[src/rtl/clint_mh_pkg.sv]
// Shared constants and helpers for the multi-hart CLINT: register map offsets,
// APB FSM states and the byte-strobe merge used by every strobed register.
package clint_mh_pkg;

   localparam logic [15:0] MSIP_BASE     = 16'h0000;
   localparam logic [15:0] MTIMECMP_BASE = 16'h4000;
   localparam logic [15:0] MTIME_LO      = 16'hBFF8;
   localparam logic [15:0] MTIME_HI      = 16'hBFFC;

   typedef enum logic {IDLE, RESP} apb_state_t;

   function automatic logic [31:0] strb_merge(input logic [31:0] old_val,
                                              input logic [31:0] new_val,
                                              input logic [3:0]  strb);
      strb_merge = old_val;
      for (int b = 0; b < 4; b++)
         if (strb[b]) strb_merge[8*b +: 8] = new_val[8*b +: 8];
   endfunction

endpackage

[src/rtl/clint_mh_if.sv]
// APB bus bundle between the peripheral bridge (master) and the CLINT (slave).
interface clint_mh_if #(
   parameter int ADDR_WIDTH = 16,
   parameter int DATA_WIDTH = 32
);
   logic [ADDR_WIDTH-1:0] paddr;
   logic                  psel;
   logic                  penable;
   logic                  pwrite;
   logic [DATA_WIDTH-1:0] pwdata;
   logic [3:0]            pstrb;
   logic [DATA_WIDTH-1:0] prdata;
   logic                  pready;
   logic                  pslverr;

   modport master (output paddr, psel, penable, pwrite, pwdata, pstrb,
                   input  prdata, pready, pslverr);
   modport slave  (input  paddr, psel, penable, pwrite, pwdata, pstrb,
                   output prdata, pready, pslverr);
endinterface

[src/rtl/clint_mh_timebase.sv]
// 64-bit mtime with a TICK_DIV prescaler and freeze input; a software write
// wins over the same-cycle increment and restarts the prescaler.
module clint_mh_timebase
   import clint_mh_pkg::*;
#(
   parameter int TICK_DIV = 1
) (
   input  logic        clk,
   input  logic        reset_n,
   input  logic        time_en,
   input  logic        wr_lo,
   input  logic        wr_hi,
   input  logic [31:0] wdata,
   input  logic [3:0]  strb,
   output logic [63:0] mtime
);
   localparam int PW = (TICK_DIV > 1) ? $clog2(TICK_DIV) : 1;

   logic [PW-1:0] presc;
   logic          tick;
   logic          wr;

   // An all-zero strobe is a no-op, so it must not disturb the prescaler either.
   assign wr   = (wr_lo || wr_hi) && (strb != 4'b0000);
   assign tick = time_en && (presc == PW'(TICK_DIV - 1));

   always_ff @(posedge clk or negedge reset_n) begin
      if (!reset_n) begin
         presc <= '0;
         mtime <= '0;
      end else if (wr) begin
         presc <= '0;
         if (wr_lo) mtime[31:0]  <= strb_merge(mtime[31:0],  wdata, strb);
         if (wr_hi) mtime[63:32] <= strb_merge(mtime[63:32], wdata, strb);
      end else if (time_en) begin
         presc <= tick ? '0 : presc + PW'(1);
         if (tick) mtime <= mtime + 64'd1;
      end
   end
endmodule

[src/rtl/clint_mh.sv]
// Multi-hart CLINT: APB slave (one wait state) over msip/mtimecmp/mtime with
// registered per-hart timer and software interrupt outputs.
module clint_mh
   import clint_mh_pkg::*;
#(
   parameter int NUM_HARTS  = 4,
   parameter int ADDR_WIDTH = 16,
   parameter int DATA_WIDTH = 32,
   parameter int TICK_DIV   = 1
) (
   input  logic                 clk,
   input  logic                 reset_n,
   clint_mh_if.slave            bus,
   input  logic                 time_en_i,
   output logic [NUM_HARTS-1:0] msip_o,
   output logic [NUM_HARTS-1:0] mtip_o
);
   apb_state_t            state;
   logic [DATA_WIDTH-1:0] prdata_q;
   logic                  pready_q;
   logic                  pslverr_q;

   logic [63:0]          mtimecmp [NUM_HARTS];
   logic [NUM_HARTS-1:0] msip;
   logic [63:0]          mtime;

   logic [ADDR_WIDTH-1:0] addr;
   logic [13:0]           msip_off;
   logic [13:0]           cmp_off;
   logic                  msip_hit, cmp_hit, mlo_hit, mhi_hit, dec_err;
   logic [DATA_WIDTH-1:0] rd_data;
   logic                  wr_commit;
   logic                  unused_addr_bits;

   assign addr             = bus.paddr;
   assign unused_addr_bits = ^addr[1:0];

   // Offsets below a region base wrap to large values and fail the range test.
   assign msip_off = addr[15:2] - MSIP_BASE[15:2];
   assign cmp_off  = addr[15:2] - MTIMECMP_BASE[15:2];
   assign msip_hit = msip_off < 14'(NUM_HARTS);
   assign cmp_hit  = cmp_off < 14'(2 * NUM_HARTS);
   assign mlo_hit  = addr[15:2] == MTIME_LO[15:2];
   assign mhi_hit  = addr[15:2] == MTIME_HI[15:2];
   assign dec_err  = !(msip_hit || cmp_hit || mlo_hit || mhi_hit);

   always_comb begin
      rd_data = '0;
      for (int h = 0; h < NUM_HARTS; h++) begin
         if (msip_hit && msip_off[3:0] == 4'(h))
            rd_data = {{(DATA_WIDTH-1){1'b0}}, msip[h]};
         if (cmp_hit && cmp_off[4:1] == 4'(h))
            rd_data = cmp_off[0] ? mtimecmp[h][63:32] : mtimecmp[h][31:0];
      end
      if (mlo_hit) rd_data = mtime[31:0];
      if (mhi_hit) rd_data = mtime[63:32];
   end

   // The error decision latched on entry to RESP gates the commit.
   assign wr_commit = (state == RESP) && bus.psel && bus.penable && bus.pwrite && !pslverr_q;

   always_ff @(posedge clk or negedge reset_n) begin
      if (!reset_n) begin
         state     <= IDLE;
         prdata_q  <= '0;
         pready_q  <= 1'b0;
         pslverr_q <= 1'b0;
         msip      <= '0;
         mtip_o    <= '0;
         for (int h = 0; h < NUM_HARTS; h++) mtimecmp[h] <= '1;
      end else begin
         for (int h = 0; h < NUM_HARTS; h++) mtip_o[h] <= (mtime >= mtimecmp[h]);
         case (state)
            IDLE: if (bus.psel && bus.penable) begin
               state     <= RESP;
               pready_q  <= 1'b1;
               pslverr_q <= dec_err;
               prdata_q  <= dec_err ? '0 : rd_data;
            end
            RESP: begin
               state     <= IDLE;
               pready_q  <= 1'b0;
               pslverr_q <= 1'b0;
               prdata_q  <= '0;
            end
            default: state <= IDLE;
         endcase
         if (wr_commit) begin
            for (int h = 0; h < NUM_HARTS; h++) begin
               if (msip_hit && msip_off[3:0] == 4'(h) && bus.pstrb[0])
                  msip[h] <= bus.pwdata[0];
               if (cmp_hit && cmp_off[4:1] == 4'(h)) begin
                  if (cmp_off[0])
                     mtimecmp[h][63:32] <= strb_merge(mtimecmp[h][63:32], bus.pwdata, bus.pstrb);
                  else
                     mtimecmp[h][31:0]  <= strb_merge(mtimecmp[h][31:0],  bus.pwdata, bus.pstrb);
               end
            end
         end
      end
   end

   clint_mh_timebase #(.TICK_DIV(TICK_DIV)) u_timebase (
      .clk     (clk),
      .reset_n (reset_n),
      .time_en (time_en_i),
      .wr_lo   (wr_commit && mlo_hit),
      .wr_hi   (wr_commit && mhi_hit),
      .wdata   (bus.pwdata),
      .strb    (bus.pstrb),
      .mtime   (mtime)
   );

   assign msip_o      = msip;
   assign bus.prdata  = prdata_q;
   assign bus.pready  = pready_q;
   assign bus.pslverr = pslverr_q;
endmodule

[src/flat_wrapper.sv]
// flat-port wrapper written by rule: the top's interface ports become plain ports
module clint_mh_flat import clint_mh_pkg::*;
#(
   parameter int NUM_HARTS  = 4,
   parameter int ADDR_WIDTH = 16,
   parameter int DATA_WIDTH = 32,
   parameter int TICK_DIV   = 1
)
  (clk, reset_n, time_en_i, msip_o, mtip_o, bus_paddr, bus_psel, bus_penable, bus_pwrite, bus_pwdata, bus_pstrb, bus_prdata, bus_pready, bus_pslverr);
  clint_mh_if #(.ADDR_WIDTH(ADDR_WIDTH), .DATA_WIDTH(DATA_WIDTH)) bus_i ();
  input  logic clk;
  input  logic reset_n;
  input  logic time_en_i;
  output logic [NUM_HARTS-1:0] msip_o;
  output logic [NUM_HARTS-1:0] mtip_o;
  input wire logic [$bits(bus_i.paddr)-1:0] bus_paddr;
  input wire logic [$bits(bus_i.psel)-1:0] bus_psel;
  input wire logic [$bits(bus_i.penable)-1:0] bus_penable;
  input wire logic [$bits(bus_i.pwrite)-1:0] bus_pwrite;
  input wire logic [$bits(bus_i.pwdata)-1:0] bus_pwdata;
  input wire logic [$bits(bus_i.pstrb)-1:0] bus_pstrb;
  output wire logic [$bits(bus_i.prdata)-1:0] bus_prdata;
  output wire logic [$bits(bus_i.pready)-1:0] bus_pready;
  output wire logic [$bits(bus_i.pslverr)-1:0] bus_pslverr;
  assign bus_i.paddr = bus_paddr;
  assign bus_i.psel = bus_psel;
  assign bus_i.penable = bus_penable;
  assign bus_i.pwrite = bus_pwrite;
  assign bus_i.pwdata = bus_pwdata;
  assign bus_i.pstrb = bus_pstrb;
  assign bus_prdata = bus_i.prdata;
  assign bus_pready = bus_i.pready;
  assign bus_pslverr = bus_i.pslverr;
  clint_mh #(.NUM_HARTS(NUM_HARTS), .ADDR_WIDTH(ADDR_WIDTH), .DATA_WIDTH(DATA_WIDTH), .TICK_DIV(TICK_DIV)) u_core (.clk(clk), .reset_n(reset_n), .bus(bus_i), .time_en_i(time_en_i), .msip_o(msip_o), .mtip_o(mtip_o));
endmodule
[config.mk]
export PLATFORM = sky130hd
export DESIGN_NAME = clint_mh_flat
export DESIGN_NICKNAME = d
export VERILOG_FILES = /design/src/rtl/clint_mh_pkg.sv /design/src/rtl/clint_mh_if.sv /design/src/rtl/clint_mh_timebase.sv /design/src/rtl/clint_mh.sv /design/src/flat_wrapper.sv
export SDC_FILE = /design/constraint.sdc
export NUM_CORES = 1
export LEC_CHECK = 0
export CORE_MARGIN = 2
export CORE_UTILIZATION = 65
export DETAILED_ROUTE_END_ITERATION = 16
export PLACE_DENSITY = 0.84
export SLEW_MARGIN = 20
export SYNTH_ARGS = -nofsm -noshare
export SYNTH_HDL_FRONTEND = slang
export SYNTH_SLANG_ARGS = --single-unit
[constraint.sdc]
create_clock -name clk -period 7.25 [get_ports clk]
set_clock_uncertainty 0.1 [all_clocks]
set_input_delay 1.45 -clock clk [delete_from_list [all_inputs] [get_ports clk]]
set_output_delay 1.45 -clock clk [all_outputs]
set_load 0.05 [all_outputs]
==> results.md <==
- The flow ran to the end, and the final reports show no timing, DRC or antenna violations.
- After synthesis, flip-flops and latches occupy 38.5% of the total area.
- Counting along the longest clock path gives a buffer depth of 3.
- In this run the critical register-to-register path is captured at u_core.mtip_o[2].
- The kind of capture point of the worst setup path is a flip-flop.
- The number of gates resized after CTS is 0.
- The critical path is of the primary input to flip-flop type.
- The count of synthesis-stage warnings from yosys is 0.
- The via count is 22300.
- The total of hold buffers inserted after clock tree synthesis is 0.
- The final weighted congestion of routability-driven global placement is 0.977.
- The I/O pin total is 100.
- The floorplan has 71 rows.
- The overall global routing resource usage is 41.7%.
- The number of antenna violations at the first check in global routing is 5.
- The multi-input combinational cells in the finished layout cover a total of 13400 µm².
- The overall routed net length is 80500 µm.
- The number of instances in the synthesized netlist is 2733.
- The via density per instance is 6.79.
- The die covers 39200 µm².
- Derived from the worst setup path, the maximum achievable clock frequency is 217 MHz.
- The reported leakage power is 13.0 nW.
- The total of endpoints with negative setup slack in the final report is 0.
- The clock net in this run drives a total of 364 sinks.
- The synthesized netlist occupies a cell area of 24500 µm².
- At the pin with the least slew margin, the transition time is 1120 ps.
- The largest net degree at the start of global routing is 170.
- The arrival time at the worst endpoint is 4990 ps.
- The via count of the first global-routing pass came to 21700.
- After clock tree synthesis, the clock-pin slew on the worst setup and hold paths is 60 ps.
- The detailed-route wire length per cell is 24.5 µm.
- The horizontal die dimension is 198 µm.
- Once detail routing completed, the nets flagged for antenna violations numbered 0.
- Counting every net in the synthesized netlist gives 3048.
- Detailed routing placed a total of 10100 µm of wire on met3.
- The worst setup path endpoint is u_core.mtimecmp[64].
- The share of cells above drive strength 1 is 16.0%.
- The DRC violation count after routing is 0.
- The floorplan step set the die height to 198 µm.
- The detailed router put a total of 30900 µm of wire on met1.
- The most used flip-flop cell after synthesis is dfstp_2.
- The starting density of the core is 65.5%.
- The fill cell instance count of the final layout is 2771.
- The startpoint identified for the worst register-to-register timing path is u_core.u_timebase.mtime[27].
- In the final layout, flip-flops and latches occupy 9430 µm².
- The TritonCTS buffer count is 41.
- The number of hold-slack violations in the final timing report is 0.
- The setup check on the worst reg-to-reg path leaves a slack of 3120 ps.
- The min-delay analysis places its worst path in the category flip-flop to flip-flop.
- The first detailed-routing pass took 8 iterations.
- Headroom to the max-slew limit came out at 24.8%.
- The distinct cell type count after synthesis is 82.
- The launch point of the worst hold path is u_core.bus.prdata[14].
- Data on the critical path is required at its endpoint by 7630 ps.
- The average instance in the mapped netlist occupies 8.96 µm².
- The final net count is 3057.
- The global-route congestion overflow total is 0.
- The number of levels in the clock H-tree is 2.
- The count of final max-slew check failures is 0.
- The placed wire-length estimate after detailed placement is 57100 µm.
- Setup total negative slack on the finished layout was measured at 0 ps.
- The sort of element at the start of the critical path is a primary input.
- Wire segments on met2 add up to 34800 µm in the final route.
- The number of flops mapped to enable cells by yosys is 0.
- The top cell types in the final layout, fill and taps aside, are 422 x nand2_1, 371 x o21ai_0, 269 x inv_1, 257 x ha_1, 256 x dfstp_2.
- The peak supply drop is 185 µV.
- The worst-case reg-to-reg path depth is 7.
- Leaving out fill and tap cells, the most frequent cell in the layout is nand2_1.
- Along the worst path, the maximum fanout reaches 15.
- Compared with the post-synthesis result, the final layout area differs by 9.87%.
- The first global-routing pass estimated 124000 µm of wire.
- The count of buffers added on input and output ports is 97.
- Counting flops and latches in the post-synthesis netlist gives 364.
- After layout, the minimum clock period comes to 4600 ps.
- Post-CTS timing repair inserted 0 buffers for setup.
- At the later pin of the worst-skew pair, clock insertion delay measures 570 ps.
- In this run the power density over the cells is 179 nW/µm².
- The uppermost signal routing layer after detailed routing is met5.
- The number of DRC markers after the initial detailed-route iteration is 2602.
- The final critical-path share of the clock period is 63.5%.
- For this run, the share of the core covered by cells in the final layout is 71.9%.
- TritonCTS built the clock tree.
- In this run the worst setup path begins at bus_psel.
- The max-cap check violation count is 0.
- Setup repair after global routing left no endpoint under its margin.
- The area of the core is 37400 µm².
- The async set or reset register ratio after synthesis is 100%.
- In this run the clock root is driven by a clkbuf_16.
==> layer usage <==
| metal | up-vias | GRT usage, % |
|---|---|---|
| met1 | 10800 | 55.1 |
| met2 | 1401 | 62.6 |
| li1 | 9813 | - |
| met3 | 314 | 11.2 |
| met5 | - | 0 |
| met4 | 6 | 22.7 |
==> worst max-delay path, cell delays in order <==
cell and delay, ps:
clkdlybuf4s50_1 570, nand4_1 240, nor3_1 850, nand2_1 490
nor2_1 950, mux2_2 430
==> cell usage after synthesis, drive strengths merged (37+ instances only) <==
cell type / count / area [µm²]
nand3: 66 / 385
dfstp: 256 / 6730
nand4: 59 / 418
inv: 270 / 1010
o22ai: 63 / 394
nand2: 424 / 1590
nor2: 107 / 524
a21oi: 163 / 820
buf: 80 / 452
dfrtp: 108 / 2700
o21ai: 383 / 1920
mux2i: 67 / 671
a221oi: 37 / 324
ha: 257 / 3220
clkbuf: 64 / 243
==> stage by stage <==
| stage | area, µm² | hold WS (ps) | std cells | worst slack, ps | power [mW] |
|---|---|---|---|---|---|
| floorplan | 24500 | 366 | 2733 | 3930 | 2.46 |
| CTS | 26900 | 384 | 3283 | 2630 | 4.81 |
| detailed placement | 25500 | 370 | 3210 | 2060 | 2.69 |
| finish | 26900 | 378 | 3285 | 2650 | 4.83 |
| global placement | 25500 | 365 | 3210 | 2250 | 2.67 |
| global route | 26900 | 405 | 3283 | 2530 | 4.95 |
==> how the worst min path moves through the flow <==
stage                     cells past startpoint               endpoint  slack [ps]
after floorplan                               1      u_core.bus.pready         370
after global placement                        2   u_core.bus.prdata[2]         370
after detailed placement                      2   u_core.bus.prdata[0]         370
after CTS                                     2   u_core.bus.prdata[1]         380
after global routing                          2  u_core.bus.prdata[14]         410
final                                         2  u_core.bus.prdata[14]         380
==> power breakdown <==
part	internal, mW	total [mW]	switching [mW]
clock network	1.25	2.14	0.889
logic	0.175	0.478	0.303
registers	2.07	2.21	0.136
total	3.50	4.83	1.33
==> cells by family (layout without fill, tap and decap cells) <==
kind of cell / count (synthesis) / count (layout) / share of synthesized area, %
AOI/OAI and AO/OA: 811 / 811 / 19.6
adders and majority gates: 257 / 257 / 13.1
buffers and inverters: 414 / 453 / 6.97
DFF: 364 / 364 / 38.5
muxes: 113 / 113 / 6.28
other: 0 / 2 / 0
and+or+nand+nor: 774 / 774 / 15.5
==> state kept, by name (all words and copies together) (netlist names) <==
name	count
u_core.mtimecmp	256
u_core.u_timebase.mtime	64
u_core.bus.prdata	32
u_core.msip_o	4
u_core.mtip_o	4
u_core.bus.pready	1
u_core.bus.pslverr	1
u_core.state	1
u_core.u_timebase.presc	1
==> layout make-up <==
type                    count  share of cell area [%]
multi-input cells        1955                    49.8
flip-flops and latches    364                    35.0
clock buffers              59                    4.44
repair buffers            110                    4.02
inverters                 270                    3.77
well taps                 511                    2.38
clock inverters            14                   0.558
diodes                      2                  0.0186
No activity file was read; power rests on OpenSTA's default activity.
